### config.mk
export PLATFORM = sky130hd
export DESIGN_NAME = dcache_miss_ctrl
export DESIGN_NICKNAME = d
export VERILOG_FILES = /design/src/rtl/dcache_miss_ctrl.sv
export SDC_FILE = /design/constraint.sdc
export NUM_CORES = 1
export LEC_CHECK = 0
export CORE_MARGIN = 8
export CORE_UTILIZATION = 45
export DETAILED_ROUTE_END_ITERATION = 10
export PLACE_DENSITY = 0.83
export SYNTH_ARGS = -nofsm -noshare
export SYNTH_HDL_FRONTEND = slang
export SYNTH_SLANG_ARGS = --single-unit
### constraint.sdc
create_clock -name clk -period 2.7 [get_ports clk]
set_clock_uncertainty 0.05 [all_clocks]
set_input_delay 0.54 -clock clk [delete_from_list [all_inputs] [get_ports clk]]
set_output_delay 0.54 -clock clk [all_outputs]
set_load 0.02 [all_outputs]
### src/rtl/dcache_miss_ctrl.sv
// dCache miss handler: stalls the CPU on a lookup miss, writes back a dirty
// victim, refills the line word by word from memory, then writes the tag.
module dcache_miss_ctrl #(
  parameter int TAG_WIDTH    = 20,
  parameter int OFFSET_WIDTH = 5,
  parameter int LINE_NUM     = 4,
  localparam int WAY_W       = $clog2(LINE_NUM),
  localparam int INDEX_WIDTH = 32 - TAG_WIDTH - OFFSET_WIDTH,
  localparam int WORD_W      = OFFSET_WIDTH - 2
) (
  input  logic                   clk,
  input  logic                   reset,
  input  logic                   cpu_req,
  input  logic [31:0]            cpu_addr,
  input  logic                   hit,
  input  logic [WAY_W-1:0]       victim_way,
  input  logic                   victim_dirty,
  input  logic [TAG_WIDTH-1:0]   victim_tag,
  output logic                   cpu_stall,
  output logic [1:0]             state,
  output logic                   mem_req,
  output logic                   mem_we,
  output logic [31:0]            mem_addr,
  input  logic                   mem_ack,
  output logic [WAY_W-1:0]       line_way,
  output logic [INDEX_WIDTH-1:0] line_index,
  output logic [WORD_W-1:0]      line_word,
  output logic                   line_we,
  output logic                   tag_we
);

  typedef enum logic [1:0] {
    IDLE   = 2'd0,
    WB     = 2'd1,
    REFILL = 2'd2,
    DONE   = 2'd3
  } state_t;

  state_t                 cur, nxt;
  logic [WORD_W-1:0]      cnt, cnt_n;
  logic [TAG_WIDTH-1:0]   miss_tag, miss_tag_n;
  logic [INDEX_WIDTH-1:0] miss_index, miss_index_n;
  logic [WAY_W-1:0]       way_q, way_n;
  logic [TAG_WIDTH-1:0]   vtag_q, vtag_n;
  logic                   miss;

  // Byte offset within the line plays no part in a whole-line fill.
  logic unused_offset;
  assign unused_offset = ^cpu_addr[OFFSET_WIDTH-1:0];

  assign miss = cpu_req && !hit;

  always_ff @(posedge clk or posedge reset) begin
    if (reset) begin
      cur        <= IDLE;
      cnt        <= '0;
      miss_tag   <= '0;
      miss_index <= '0;
      way_q      <= '0;
      vtag_q     <= '0;
    end else begin
      cur        <= nxt;
      cnt        <= cnt_n;
      miss_tag   <= miss_tag_n;
      miss_index <= miss_index_n;
      way_q      <= way_n;
      vtag_q     <= vtag_n;
    end
  end

  always_comb begin
    nxt          = cur;
    cnt_n        = cnt;
    miss_tag_n   = miss_tag;
    miss_index_n = miss_index;
    way_n        = way_q;
    vtag_n       = vtag_q;
    mem_req      = 1'b0;
    mem_we       = 1'b0;
    mem_addr     = '0;
    line_we      = 1'b0;
    tag_we       = 1'b0;
    case (cur)
      IDLE: begin
        if (miss) begin
          miss_tag_n   = cpu_addr[31 -: TAG_WIDTH];
          miss_index_n = cpu_addr[OFFSET_WIDTH +: INDEX_WIDTH];
          way_n        = victim_way;
          vtag_n       = victim_tag;
          cnt_n        = '0;
          nxt          = victim_dirty ? WB : REFILL;
        end
      end
      WB: begin
        mem_req  = 1'b1;
        mem_we   = 1'b1;
        mem_addr = {vtag_q, miss_index, cnt, 2'b00};
        if (mem_ack) begin
          cnt_n = cnt + WORD_W'(1);
          if (cnt == '1) nxt = REFILL;
        end
      end
      REFILL: begin
        mem_req  = 1'b1;
        mem_addr = {miss_tag, miss_index, cnt, 2'b00};
        line_we  = mem_ack;
        if (mem_ack) begin
          cnt_n = cnt + WORD_W'(1);
          if (cnt == '1) nxt = DONE;
        end
      end
      DONE: begin
        tag_we = 1'b1;
        nxt    = IDLE;
      end
    endcase
  end

  // The only input-dependent stall term is masked so reset forces every output low.
  assign cpu_stall  = !reset && (((cur == IDLE) && miss) || (cur != IDLE));
  assign state      = cur;
  assign line_way   = way_q;
  assign line_index = miss_index;
  assign line_word  = cnt;

endmodule

==> flow_summary.toml <==
[run_status]
status = "finished clean"

[synthesis]
synth.top_cell.area_share_pct = 52.7
synth_cell_type_count = 22
netlist_instances = 200
synth_area_um2 = 2560
postSynthAreaPerCell_um2 = 12.8
ys_warn_count = 0
yosysSeqAreaShare_pct = 52.7
yosys.area.top_type = "dfrtp_1"
synth.top_cells.by_area = "dfrtp_1 53%, mux2_2 18%, a22oi_1 5.9%, mux2_4 5.9%, ha_1 3.4%"
ys_ff_latch = 54

[routing]
drc_errors = 0
vias = 1942
first_pass_iters = 4
dr.first_iter.drc_count = 59
wl_per_cell_um = 17.0
finalWirelength_mm = 6.52
ant_nets = 0
viasPerCell = 5.07

[setup_path]
end_kind = "primary output"
crit_required_ns = 2.11
r2r_cells = 6
crit_chain = "inv_1 -> ha_1 -> inv_4 -> nor2_1 -> buf_4 -> and2_1 -> dlygate4sd2_1"
cp-start-kind = "flip-flop"
cp_max_fo = 12
arrival_ns = 1.96
crit_slowest_cell = "dfrtp_2"
slowest_delay_ns = 0.45
worstSetupPathType = "flip-flop to primary output"

[die]
io_pins = 111
dieHeight_um = 91.5
fp-row-count = 27
start_util_pct = 46.6
core_area_um2 = 5510
die-area_um2 = 8370
fp.dieW_um = 91.5

[pwr]
seqPwrFrac_pct = 30.8
p_sw_mw = 1.82
finalPower_mw = 4.72
p_per_area_nw_per_um2 = 1230
clkPwrFrac_pct = 13.9
p_leak_nw = 1.83
p_sw_share_pct = 38.6
intPower_mw = 2.90
pwr-share-comb_pct = 55.3
peakVddDrop_v = 0.000657

[timing]
period_share_pct = 94.6
maxSlewViolCount = 0
fin_ws_ns = 0.145
setup_violations = 0
timing.setup.tns_ns = 0
max_freq_mhz = 391
slew_headroom_pct = 55.3
hold_viol = 0
worst_slew_pin_slew_ns = 0.669
rsz0062_at_grt = "false"
period_minus_slack_ns = 2.55

[cts]
cts.sinks = 54
cts.clk_slew.worst_paths_ns = 0.09
tritoncts = "done"
clk_latency_ns = 0.30
cts-root-buf = "clkbuf_8"
clock_path_buffers = 2
numCtsBuffers = 5
htree_num_levels = 2

[global_routing]
grtUsageTotal_pct = 15.7
grt_pass1_vias = 2193
grt_max_degree = 50
grt_pass1_wl_mm = 10.8
overflow = 0
antenna_found_initial = 0

[placement]
dp_hpwl_mm = 5.01
routabilityCongestion = 0.729
place_area_um2 = 3710
place_ws_ns = 0.154
port_buffers = 103

[layout]
fin_nets = 377
fillCellCount = 419
antenna_cells = 0
stdcell_area_um2 = 3830
drive_above_1_share_pct = 24.4
ff_latch_area_um2 = 1350
multiInputGateArea_um2 = 1120
area_growth_pct = 49.4

[worst_hold_path]
holdPathStages = 1
holdCritPathClass = "flip-flop to flip-flop"

[job]
maxCapViolCount = 0
==> timing repair <==
action,4_1_cts,5_1_grt
endpoints found under the setup margin,30,9
resized for setup,31,3
hold buffers,0,0
buffers inserted,0,1
==> final cells by class <==
| cell class | count | share of cell area [%] |
|---|---|---|
| sequential | 54 | 35.3 |
| timing repair buffer | 115 | 28.7 |
| tap | 72 | 2.35 |
| inverter | 6 | 0.653 |
| multi-input combinational | 128 | 29.3 |
| clock buffer | 6 | 2.16 |
| clock inverter | 2 | 1.57 |
==> power by group through the flow <==
stage | Combinational (mW) | Sequential [mW] | Clock (mW)
2_1_floorplan | 1.51 | 1.53 | 0
3_3_place_gp | 2.71 | 1.44 | 0
3_5_place_dp | 2.77 | 1.47 | 0
4_1_cts | 2.63 | 1.46 | 0.667
5_1_grt | 2.83 | 1.51 | 0.699
6_report | 2.61 | 1.46 | 0.655
==> critical path, delay by kind of cell, from the launching register on <==
family        cells  cell delay, ns
flops             1            0.45
fa+ha+maj         1            0.27
buf+inv           4            0.72
simple gates      2            0.23
==> Yosys cell counts, drive strengths merged <==
cell     count
a21oi        3
a22oi       20
a2bb2oi      1
and2         9
buf          9
clkbuf       4
conb         1
dfrtp       54
ha           7
inv          6
mux2        51
mux2i        6
nand2        2
nand2b       1
nand3b       1
nor2        23
nor3         2
==> sequential cells by signal, indices dropped and copies added (netlist names) <==
signal / cells
line_index: 7
line_word: 3
miss_tag: 20
line_way: 2
state: 2
vtag_q: 20
==> logic make-up after synthesis <==
kind of cell               share of synthesized area [%]
other                                              0.146
muxes                                               26.2
DFF                                                 52.7
adders and majority gates                           3.42
AOI/OAI and AO/OA                                   6.78
and+or+nand+nor                                     6.93
buffers and inverters                               3.81
==> final timing paths <==
kind	slack, ns	startpoint	endpoint
max reg2reg	0.73	state[1]	line_word[0]
max	0.15	state[1]	mem_addr[10]
min in group asynchronous	0.62	reset	line_index[6]
max in group asynchronous	1.29	reset	state[1]
min	0.46	vtag_q[8]	vtag_q[8]
min reg2reg	0.46	vtag_q[8]	vtag_q[8]
==> per-stage QoR <==
stage	std cells	hold WS, ns	utilization, %
final	383	0.462	69.6
after global routing	383	0.473	69.6
after CTS	382	0.465	69.3
after detailed placement	374	0.444	67.3
after global placement	374	0.438	67.3
after floorplan	201	0.430	-
==> cell usage in the layout, fill, tap and decap left out, types with 3 or more instances in the layout <==
cell | Yosys | final
clkbuf_8 | 0 | 6
mux2_4 | 10 | 10
ha_1 | 7 | 7
nor2_1 | 23 | 22
inv_1 | 5 | 4
clkdlybuf4s50_1 | 0 | 72
mux2_2 | 41 | 41
buf_4 | 2 | 11
mux2i_1 | 6 | 6
dlygate4sd2_1 | 0 | 30
and2_1 | 9 | 9
a22oi_1 | 20 | 20
a21oi_1 | 3 | 3
dfrtp_1 | 54 | 53
==> layer usage <==
metal / vias to the layer above / part of all wire [%] / global-route usage (%)
met5: - / 0 / 0
met2: 77 / 49 / 26.6
met4: 0 / 0.87 / 4.37
met3: 6 / 8.5 / 6.01
li1: 918 / - / -
met1: 941 / 42 / 18.1
No activity file was read; power rests on OpenSTA's default activity.
